==> src/rtl/cfa_pkg.sv <==
// Shared definitions for the CFA window path: sizing helper, FSM encoding and
// default sample/filter geometry common with the window buffer.
package cfa_pkg;

  localparam int DEF_DATA_BIT_WIDTH = 8;
  localparam int DEF_FILTER_SIZE    = 3;

  typedef enum logic [2:0] {
    ST_IDLE,
    ST_CLR,
    ST_READ,
    ST_DRAIN,
    ST_NEXT,
    ST_FIN
  } state_t;

  // Ceiling log2 with a floor of one bit so single-value counters stay legal.
  function automatic int clog2(input int value);
    int result;
    result = 0;
    while ((1 << result) < value) result++;
    return (result < 1) ? 1 : result;
  endfunction

endpackage

==> src/rtl/cfa_addr_gen.sv <==
// Stripe-row / column / tap counters for the column-major window scan, plus the
// frame memory address and end-of-scan flags derived from them.
module cfa_addr_gen
  import cfa_pkg::*;
#(
  parameter int FilterSize = DEF_FILTER_SIZE,
  parameter int ImgWidth   = 64,
  parameter int ImgHeight  = 48,
  parameter int AddrWidth  = clog2(ImgWidth*ImgHeight),
  parameter int RowWidth   = clog2(ImgHeight),
  parameter int ColWidth   = clog2(ImgWidth)
) (
  input  logic                 clk,
  input  logic                 rst,
  input  logic                 frame_clr,
  input  logic                 stripe_clr,
  input  logic                 adv,
  input  logic                 row_inc,
  output logic [AddrWidth-1:0] mem_addr,
  output logic [RowWidth-1:0]  row,
  output logic [ColWidth-1:0]  col,
  output logic                 last_tap,
  output logic                 last_col,
  output logic                 last_stripe
);

  localparam int TapWidth = clog2(FilterSize);

  logic [RowWidth-1:0] row_reg;
  logic [ColWidth-1:0] col_reg;
  logic [TapWidth-1:0] tap_reg;

  assign last_tap    = (tap_reg == TapWidth'(FilterSize-1));
  assign last_col    = (col_reg == ColWidth'(ImgWidth-1));
  assign last_stripe = (row_reg == RowWidth'(ImgHeight-FilterSize));
  assign row         = row_reg;
  assign col         = col_reg;
  assign mem_addr    = AddrWidth'((int'(row_reg) + int'(tap_reg)) * ImgWidth + int'(col_reg));

  always_ff @(posedge clk or negedge rst) begin
    if (!rst) begin
      row_reg <= '0;
      col_reg <= '0;
      tap_reg <= '0;
    end else begin
      if (frame_clr) begin
        row_reg <= '0;
      end else if (row_inc) begin
        row_reg <= row_reg + 1'b1;
      end
      if (frame_clr || stripe_clr) begin
        col_reg <= '0;
        tap_reg <= '0;
      end else if (adv) begin
        // The column parks on the last one so an idle address stays in range.
        if (last_tap) begin
          tap_reg <= '0;
          if (!last_col) col_reg <= col_reg + 1'b1;
        end else begin
          tap_reg <= tap_reg + 1'b1;
        end
      end
    end
  end

endmodule

==> src/rtl/cfa_window_streamer.sv <==
// Reads a stored frame and feeds the CFA window buffer in column-major tap order,
// with stall absorption, per-stripe buffer reset and a window-complete flag.
module cfa_window_streamer
  import cfa_pkg::*;
#(
  parameter int DataBitWidth = DEF_DATA_BIT_WIDTH,
  parameter int FilterSize   = DEF_FILTER_SIZE,
  parameter int NoOfChannels = 3,
  parameter int ImgWidth     = 64,
  parameter int ImgHeight    = 48,
  parameter int AddrWidth    = clog2(ImgWidth*ImgHeight)
) (
  input  logic                                 clk,
  input  logic                                 rst,
  input  logic                                 start,
  input  logic                                 stall,
  output logic                                 mem_rd,
  output logic [AddrWidth-1:0]                 mem_addr,
  input  logic [NoOfChannels*DataBitWidth-1:0] mem_rdata,
  output logic [NoOfChannels*DataBitWidth-1:0] d_out,
  output logic                                 en_out,
  output logic                                 buf_rst,
  output logic                                 window_valid,
  output logic [clog2(ImgHeight)-1:0]          win_row,
  output logic [clog2(ImgWidth)-1:0]           win_col,
  output logic                                 busy,
  output logic                                 done
);

  localparam int DataWidth = NoOfChannels*DataBitWidth;
  localparam int RowWidth  = clog2(ImgHeight);
  localparam int ColWidth  = clog2(ImgWidth);

  state_t state_reg, state_next;

  logic                frame_clr, stripe_clr, adv, row_inc;
  logic [RowWidth-1:0] row;
  logic [ColWidth-1:0] col;
  logic                last_tap, last_col, last_stripe;
  logic                rd_win, fire, pipe_empty;

  // Each element in flight carries its pixel, whether it completes a window,
  // and the column it belongs to.
  logic                 rd_pend_reg, rd_win_reg;
  logic [ColWidth-1:0]  rd_col_reg;
  logic                 out_valid_reg, out_win_reg;
  logic [DataWidth-1:0] out_data_reg;
  logic [ColWidth-1:0]  out_col_reg;
  logic                 hold_valid_reg, hold_win_reg;
  logic [DataWidth-1:0] hold_data_reg;
  logic [ColWidth-1:0]  hold_col_reg;
  logic                 window_valid_reg;
  logic [RowWidth-1:0]  win_row_reg;
  logic [ColWidth-1:0]  win_col_reg;

  cfa_addr_gen #(
    .FilterSize (FilterSize),
    .ImgWidth   (ImgWidth),
    .ImgHeight  (ImgHeight),
    .AddrWidth  (AddrWidth),
    .RowWidth   (RowWidth),
    .ColWidth   (ColWidth)
  ) u_addr_gen (
    .clk         (clk),
    .rst         (rst),
    .frame_clr   (frame_clr),
    .stripe_clr  (stripe_clr),
    .adv         (adv),
    .row_inc     (row_inc),
    .mem_addr    (mem_addr),
    .row         (row),
    .col         (col),
    .last_tap    (last_tap),
    .last_col    (last_col),
    .last_stripe (last_stripe)
  );

  assign rd_win     = last_tap && (col >= ColWidth'(FilterSize-1));
  assign fire       = out_valid_reg && !stall;
  assign pipe_empty = !rd_pend_reg && !out_valid_reg && !hold_valid_reg;

  assign en_out       = fire;
  assign d_out        = out_data_reg;
  assign window_valid = window_valid_reg;
  assign win_row      = win_row_reg;
  assign win_col      = win_col_reg;
  assign busy         = (state_reg != ST_IDLE) && (state_reg != ST_FIN);

  always_ff @(posedge clk or negedge rst) begin
    if (!rst) state_reg <= ST_IDLE;
    else      state_reg <= state_next;
  end

  always_comb begin
    state_next = state_reg;
    frame_clr  = 1'b0;
    stripe_clr = 1'b0;
    adv        = 1'b0;
    row_inc    = 1'b0;
    mem_rd     = 1'b0;
    buf_rst    = 1'b0;
    done       = 1'b0;
    case (state_reg)
      ST_IDLE: begin
        if (start) begin
          frame_clr  = 1'b1;
          state_next = ST_CLR;
        end
      end
      ST_CLR: begin
        buf_rst    = 1'b1;
        stripe_clr = 1'b1;
        state_next = ST_READ;
      end
      ST_READ: begin
        // A full hold register means one more return could not be absorbed.
        if (!stall && !hold_valid_reg) begin
          mem_rd = 1'b1;
          adv    = 1'b1;
          if (last_tap && last_col) state_next = ST_DRAIN;
        end
      end
      ST_DRAIN: begin
        if (pipe_empty) state_next = ST_NEXT;
      end
      ST_NEXT: begin
        if (last_stripe) begin
          state_next = ST_FIN;
        end else begin
          row_inc    = 1'b1;
          state_next = ST_CLR;
        end
      end
      ST_FIN: begin
        done       = 1'b1;
        state_next = ST_IDLE;
      end
      default: state_next = ST_IDLE;
    endcase
  end

  always_ff @(posedge clk or negedge rst) begin
    if (!rst) begin
      rd_pend_reg      <= 1'b0;
      rd_win_reg       <= 1'b0;
      rd_col_reg       <= '0;
      out_valid_reg    <= 1'b0;
      out_win_reg      <= 1'b0;
      out_data_reg     <= '0;
      out_col_reg      <= '0;
      hold_valid_reg   <= 1'b0;
      hold_win_reg     <= 1'b0;
      hold_data_reg    <= '0;
      hold_col_reg     <= '0;
      window_valid_reg <= 1'b0;
      win_row_reg      <= '0;
      win_col_reg      <= '0;
    end else begin
      rd_pend_reg <= mem_rd;
      if (mem_rd) begin
        rd_win_reg <= rd_win;
        rd_col_reg <= col;
      end
      if (out_valid_reg && stall) begin
        if (rd_pend_reg) begin
          hold_valid_reg <= 1'b1;
          hold_data_reg  <= mem_rdata;
          hold_win_reg   <= rd_win_reg;
          hold_col_reg   <= rd_col_reg;
        end
      end else if (hold_valid_reg) begin
        out_valid_reg  <= 1'b1;
        out_data_reg   <= hold_data_reg;
        out_win_reg    <= hold_win_reg;
        out_col_reg    <= hold_col_reg;
        hold_valid_reg <= rd_pend_reg;
        if (rd_pend_reg) begin
          hold_data_reg <= mem_rdata;
          hold_win_reg  <= rd_win_reg;
          hold_col_reg  <= rd_col_reg;
        end
      end else begin
        out_valid_reg <= rd_pend_reg;
        if (rd_pend_reg) begin
          out_data_reg <= mem_rdata;
          out_win_reg  <= rd_win_reg;
          out_col_reg  <= rd_col_reg;
        end
      end
      window_valid_reg <= fire && out_win_reg;
      if (fire && out_win_reg) begin
        win_row_reg <= row;
        win_col_reg <= out_col_reg - ColWidth'(FilterSize-1);
      end
    end
  end

endmodule

==> config.mk <==
export PLATFORM = sky130hd
export DESIGN_NAME = cfa_window_streamer
export DESIGN_NICKNAME = d
export VERILOG_FILES = /design/src/rtl/cfa_pkg.sv /design/src/rtl/cfa_addr_gen.sv /design/src/rtl/cfa_window_streamer.sv
export SDC_FILE = /design/constraint.sdc
export NUM_CORES = 1
export LEC_CHECK = 0
export BUFFER_PORTS_ARGS = -buffer_cell sky130_fd_sc_hd__buf_2
export CORE_AREA = 2 2 104 106
export DETAILED_ROUTE_END_ITERATION = 10
export DIE_AREA = 0 0 106 108
export PLACE_DENSITY = 0.7
export SLEW_MARGIN = 20
export SYNTH_ARGS = -nofsm -noshare
export SYNTH_HDL_FRONTEND = slang
export SYNTH_SLANG_ARGS = --single-unit
==> constraint.sdc <==
create_clock -name clk -period 3.6 [get_ports clk]
set_input_delay 0.9 -clock clk [delete_from_list [all_inputs] [get_ports clk]]
set_output_delay 0.9 -clock clk [all_outputs]
set_load 0.03 [all_outputs]
==> flow_summary_export.csv, run 1 <==
group,metric,value,unit
pwr,vdd_ir_drop_max,0.300,mV
cts,cts_buffers,9,
drt,drc_errors,0,
timing,clock_skew,8.93,ps
floorplan,start_util,44.6,%
finish,syn2layout_area_growth,15.9,%
timing,finalSetupTns,0,ps
worst_setup_path,rrSetupSlack,1550,ps
logic_synthesis,ys.flop_type,"dfrtp_1",
drt,drtIter0Drc,107,
logic_synthesis,synth_async_sr_flop_share,100,%
worst_setup_path,path_cells,"ha_1 -> inv_1 -> fa_1 -> nor2_1 -> xor2_1 -> buf_2",
logic_synthesis,synth_top_area_cell,"dfrtp_1",
timing,setup_slack,734,ps
cts,cts_tree,"done",
cts,cts_hold_buf,0,
finish,mostFrequentLayoutCell,"dfrtp_1",
worst_setup_path,crit_path_end_kind,"output pin",
logic_synthesis,avgSynthCellArea,11.4,µm²
timing,tightest_slew,1060,ps
logic_synthesis,synth_top_family_by_area,"multiplexers",
finish,diodes,0,
timing,rsz0062_at_grt,"no",
pwr,p_int,0.00219,W
placed_design,dp_hpwl,5910,µm
logic_synthesis,yosys.area_share.simple,11.1,%
placed_design,globalplace.congestion,0.807,
timing,setup_violations,0,
drt,wl_met2,4380,µm
logic_synthesis,ys_top_cells_by_area,"dfrtp_1 56%, mux2_2 9.4%, mux2i_1 7.2%",
cts,cts.sinks,102,
logic_synthesis,synth-adder-area-share,2.57,%
worst_setup_path,critPathLaunchType,"register",
floorplan,core_region_area,10200,µm²
finish,final_core_util,51.7,%
worst_setup_path,r2r_start,"hold_valid_reg$_DFFE_PN0P_",
grt,grt.overflow.total,0,
pwr,power.switching,0.00142,W
logic_synthesis,synthCells,400,
floorplan,fp.dieArea,11400,µm²
grt,grt_pass1_wl,14500,µm
logic_synthesis,synth_mux_area_share,16.6,%
drt,wl,8710,µm
drt,drt-wirelength-per-cell,14.1,µm
logic_synthesis,syn-num-nets,436,
cts,clk_latency,350,ps
logic_synthesis,synth.top_cell.area_share,55.9,%
pwr,power_density,683,nW/µm²
cts,cts_setup_buffers,0,
drt,vias,3166,
logic_synthesis,ys_seq_area_share,55.9,%
timing,hold_ws,440,ps
floorplan,row_count,37,
placed_design,port_buffers,81,
cts,clockBufferDepth,2,
drt,drt_pass1_iterations,5,
timing,max_freq,0.349,GHz
placed_design,dp_slack,1010,ps
finish,final_cells,617,
job,maxCapViolations,0,
timing,fin_crit,2870,ps
worst_setup_path,cp-endpoint,"mem_addr[10]",
cts,cts.repair.resized,0,
timing,slew_violations,0,
worst_setup_path,startpoint,"u_addr_gen.row[0]$_DFFE_PN0P_",
drt,highest_layer,"met4",
grt,grt_pass1_vias,3040,
floorplan,die_h,108,µm
logic_synthesis,ys_seq_elements,102,
logic_synthesis,ys_warn_count,0,
cts,cts.clk_slew.worst_paths,90,ps
drt,routed-wl-met3,258,µm
cts,htreeDepth,3,
pwr,power.leakage,2.59,nW
worst_setup_path,cp.required,2700,ps
pwr,pwr-share-comb,35.9,%
worst_setup_path,r2r_cells,4,
pwr,clockPowerShare,17.3,%
placed_design,place_inst,602,
worst_setup_path,critical-path-slowest-cell,"dfrtp_1",
grt,grt_max_degree,81,
pwr,p_sw_share,39.3,%
worst_setup_path,cp_data_arrival_time,1970,ps
worst_setup_path,path_class,"register to output pin",
logic_synthesis,synth.distinct_cells,43,
timing,hold_violations,0,
drt,ant_nets,0,
logic_synthesis,syn_area,4570,µm²
worst_setup_path,timing.rr.end,"d_out[2]$_DFFE_PN0P_",
logic_synthesis,synth_compound_area_share,8.68,%
finish,final_cell_mix,"101 x dfrtp_1, 80 x buf_2, 63 x nand2_1",
status,outcome,"finished, final reports clean",
drt,m1WireLength,3970,µm
finish,drive_gt1_share,30.6,%
floorplan,die_w,106,µm
worst_setup_path,path_max_fanout,6,
timing,period_share,79.6,%
min_path,hold_path.class,"input pin to async pin",
floorplan,ios,82,
worst_setup_path,critPathMaxStageDelay,470,ps
pwr,p_seq_share,46.8,%
timing,slew_headroom,28.1,%
cts,ctsRootBufferMaster,"clkbuf_8",
finish,nets,513,
logic_synthesis,synth_xor_area_share,2.11,%
grt,grt.total_usage,16.0,%
logic_synthesis,synth_edf_count,0,
drt,viasPerCell,5.13,
grt,antenna_found_initial,0,
-- cell families after synthesis --
kind of cell / Yosys count
buffers and inverters: 32
adders and majority gates: 9
AOI/OAI and AO/OA: 67
DFF: 102
and+or+nand+nor: 108
xor gates and xnor gates: 11
muxes: 71
-- layout make-up --
| cell class | instances | area [µm²] |
|---|---|---|
| fill | 938 | 4940 |
| sequential | 102 | 2550 |
| multi-input combinational | 266 | 1900 |
| timing repair buffer | 87 | 465 |
| tap | 136 | 170 |
| clock buffer | 10 | 128 |
| inverter | 11 | 41.3 |
| clock inverter | 5 | 36.3 |
-- power groups by stage --
stage / combinational [W] / clock (W) / sequential (W)
5_1_grt: 0.00143 / 0.000697 / 0.00174
3_5_place_dp: 0.00131 / 0 / 0.00172
2_1_floorplan: 0.000750 / 0 / 0.00190
6_report: 0.00130 / 0.000626 / 0.00169
3_3_place_gp: 0.00128 / 0 / 0.00170
4_1_cts: 0.00132 / 0.000654 / 0.00169
-- how the worst min path moves through the flow --
| stage | from | depth (start not counted) | end |
|---|---|---|---|
| 4_1_cts | rst | 1 | rd_pend_reg$_DFF_PN0_ |
| 6_report | rst | 1 | state_reg[2]$_DFFE_PN0P_ |
| 3_3_place_gp | d_out[13]$_DFFE_PN0P_ | 2 | d_out[13]$_DFFE_PN0P_ |
| 5_1_grt | rst | 1 | state_reg[2]$_DFFE_PN0P_ |
| 2_1_floorplan | out_col_reg[0]$_DFFE_PN0P_ | 2 | out_col_reg[0]$_DFFE_PN0P_ |
| 3_5_place_dp | d_out[10]$_DFFE_PN0P_ | 2 | d_out[10]$_DFFE_PN0P_ |
-- metrics by stage --
step	total power, W	cell area, µm²
after detailed placement	0.00303	5130
after global placement	0.00298	5130
after floorplan	0.00265	4570
final	0.00361	5290
after global routing	0.00387	5290
after CTS	0.00367	5290
-- worst max-delay path: cells and delay by family, from the launching register on --
kind,cells,cell delay (ps)
XOR/XNOR,1,140
adder cells (fa/ha/maj),2,610
buffers and inverters,2,260
flip-flops,1,470
AND/OR/NAND/NOR,1,140
-- cell usage after synthesis, drive strengths merged, types with 3 or more instances --
| library cell | instances |
|---|---|
| dfrtp | 102 |
| nand2 | 63 |
| o21ai | 43 |
| mux2 | 38 |
| mux2i | 33 |
| clkbuf | 11 |
| inv | 11 |
| nor2 | 11 |
| buf | 10 |
| a21oi | 9 |
| xnor2 | 8 |
| ha | 7 |
| nand3 | 6 |
| nor3 | 5 |
| a211oi | 4 |
| and3 | 3 |
| nand2b | 3 |
| o31ai | 3 |
| or4 | 3 |
| xor2 | 3 |
-- routing by layer --
layer / track usage, % / vias up
met3: 2.41 / 7
met1: 21.0 / 1559
met4: 6.20 / 0
li1: - / 1547
met5: 0 / -
met2: 27.0 / 53
(Power assumes the default switching activity.)
==> run 2: changes to the inputs <==
Settings changed: ABC_AREA set to 1, CORE_AREA 2 2 104 106 to 2 2 109 111, DIE_AREA 0 0 106 108 to 0 0 111 113, PLACE_DENSITY 0.7 to 0.69.
Clock period 3.6 ns to 2.9 ns, I/O delays scaled along.
==> flow_summary_export.csv, run 2 <==
group,metric,value,unit
status,outcome,"finished, final reports clean",
cts,cts.clk_slew.worst_paths,70,ps
drt,drc_errors,0,
placed_design,port_buffers,81,
floorplan,die_h,113,µm
logic_synthesis,synth.distinct_cells,35,
finish,mostFrequentLayoutCell,"nand2_1",
worst_setup_path,path_class,"register to output pin",
grt,grt_use_met2,27.6,%
worst_setup_path,critPathLaunchType,"register",
floorplan,core_region_area,11300,µm²
logic_synthesis,ys_warn_count,0,
timing,slew_violations,0,
logic_synthesis,synth_xor_area_share,1.73,%
cts,clockBufferDepth,2,
placed_design,place_inst,703,
grt,grt_max_degree,43,
timing,setup_slack,198,ps
worst_setup_path,crit_path_end_kind,"output pin",
timing,hold_violations,0,
cts,htreeDepth,3,
logic_synthesis,ys_seq_elements,102,
worst_setup_path,crit_buf_inv,2,
grt,use_met1,21.9,%
floorplan,ios,82,
drt,drt-wirelength-per-cell,14.0,µm
drt,viasPerCell,5.05,
grt,grt.overflow.total,0,
worst_setup_path,critPathMaxStageDelay,450,ps
worst_setup_path,cp.required,2170,ps
worst_setup_path,path_max_fanout,6,
cts,cts_hold_buf,0,
finish,nFillCells,992,
timing,setup_violations,0,
grt,busiest_layer,"met2",
finish,diodes,0,
logic_synthesis,yosys-top-cells-count,"118 x nand2_1, 102 x dfrtp_1, 38 x inv_1",
floorplan,fp.dieArea,12500,µm²
grt,antenna_found_initial,0,
pwr,finalPower,0.00635,W
grt,grt_pass1_wl,17000,µm
pwr,power.leakage,2.83,nW
cts,ctsRootBufferMaster,"clkbuf_16",
placed_design,globalplace.congestion,0.837,
logic_synthesis,synth.top_cell.area_share,50.5,%
worst_setup_path,cp_data_arrival_time,1980,ps
cts,cts.repair.resized,0,
placed_design,dp_hpwl,6850,µm
timing,period_share,93.2,%
logic_synthesis,avgSynthCellArea,10.2,µm²
logic_synthesis,syn-num-nets,530,
timing,max_freq,0.370,GHz
grt,grt_pass1_vias,3561,
cts,cts_buffers,9,
timing,fin_crit,2700,ps
job,maxCapViolations,0,
worst_setup_path,critical-path-slowest-cell,"dfrtp_1",
drt,vias,3631,
floorplan,start_util,44.8,%
grt,grt.total_usage,16.8,%
drt,ant_nets,0,
logic_synthesis,synth-adder-area-share,2.13,%
finish,final_cell_mix,"118 x nand2_1, 102 x dfrtp_1, 80 x buf_2",
timing,slew_headroom,50.6,%
logic_synthesis,yosys.area_share.simple,18.1,%
logic_synthesis,syn_area,5050,µm²
cts,cts_tree,"done",
logic_synthesis,synth_top_family_by_area,"simple AND/OR/NAND/NOR gates",
logic_synthesis,synth_edf_count,0,
timing,finalSetupTns,0,ps
floorplan,die_w,111,µm
logic_synthesis,ys_seq_area_share,50.5,%
timing,rsz0062_at_grt,"no",
finish,drive_gt1_share,35.4,%
logic_synthesis,synthCells,494,
grt,grt.met3_usage,3.37,%
finish,syn2layout_area_growth,14.9,%
timing,clock_skew,7.13,ps
cts,cts.sinks,102,
cts,clk_latency,340,ps
finish,nets,607,
pwr,power_density,1090,nW/µm²
worst_setup_path,critical_path.top_delay_family,"adder cells",
drt,drtIter0Drc,215,
placed_design,dp_slack,569,ps
min_path,hold_path.class,"input pin to async pin",
logic_synthesis,synth_async_sr_flop_share,100,%
logic_synthesis,ys.flop_type,"dfrtp_1",
logic_synthesis,synth_top_area_cell,"dfrtp_1",
logic_synthesis,synth_most_common_cell,"nand2_1",
worst_setup_path,startpoint,"u_addr_gen.row[0]$_DFFE_PN0P_",
drt,wl,10100,µm
logic_synthesis,synth_mux_area_share,7.14,%
cts,cts_setup_buffers,0,
timing,tightest_slew,739,ps
logic_synthesis,synth_compound_area_share,13.3,%
worst_setup_path,path_cells,"ha_1 -> inv_1 -> fa_1 -> nor2_1 -> xor2_1 -> buf_2",
floorplan,row_count,39,
pwr,vdd_ir_drop_max,0.501,mV
finish,final_cells,719,
drt,drt_pass1_iterations,4,
logic_synthesis,ys_top_cells_by_area,"dfrtp_1 51%, nand2_1 8.8%, mux2_4 7.1%",
worst_setup_path,r2r_start,"hold_valid_reg$_DFFE_PN0P_",
run 2: changes by cell type after synthesis, sizes merged, moves of 14 or more:
cell	before	now
nand2	63	122
nor2	11	46
mux2i	33	0
inv	11	41
a31oi	1	27
nand3	6	24
mux2	38	24
run 2: where the power goes:
group          switching (W)  total, W  internal (W)
Sequential          0.000349   0.00233       0.00198
Combinational        0.00179   0.00291       0.00112
Clock               0.000515   0.00112      0.000602
run 2: layer usage:
layer	routed length, µm	vias up
li1	-	1782
met4	150	0
met5	0	-
met1	4740	1763
met3	393	11
met2	4810	75
run 2: per-stage QoR:
step | hold slack [ps] | cell area, µm² | utilization (%)
floorplan | 427 | 5050 | -
finish | 368 | 5800 | 51.5
detailed placement | 450 | 5530 | 49.1
CTS | 382 | 5800 | 51.5
global placement | 452 | 5530 | 49.1
global route | 411 | 5800 | 51.5
run 2: area by class of cell:
type                            instances  area, µm²  area share, %
Clock buffer                           12        246           4.25
Sequential cell                       102       2550           44.0
Multi-Input combinational cell        326       2140           36.8
Inverter                               41        156           2.70
Tap cell                              143        179           3.08
Timing Repair Buffer                   91        508           8.76
Clock inverter                          4       22.5          0.388
run 2: final timing paths:
| path | to | slack (ps) | cells after the start |
|---|---|---|---|
| min reg2reg | win_col[1]$_DFFE_PN0P_ | 460 | 1 |
| max reg2reg | d_out[18]$_DFFE_PN0P_ | 1060 | 7 |
| max in group asynchronous | u_addr_gen.row[4]$_DFFE_PN0P_ | 1840 | 2 |
| min in group clk | win_col[1]$_DFFE_PN0P_ | 460 | 1 |
| min | hold_data_reg[4]$_DFFE_PN0P_ | 370 | 1 |
| max | mem_addr[10] | 200 | 6 |
run 2: kinds of logic (layout without fill, tap and decap cells):
| group | count (synthesis) | after routing |
|---|---|---|
| simple gates | 204 | 204 |
| flops | 102 | 102 |
| buf+inv | 66 | 148 |
| compound gates | 80 | 80 |
| xor+xnor | 10 | 10 |
| fa+ha+maj | 8 | 8 |
| mux | 24 | 24 |
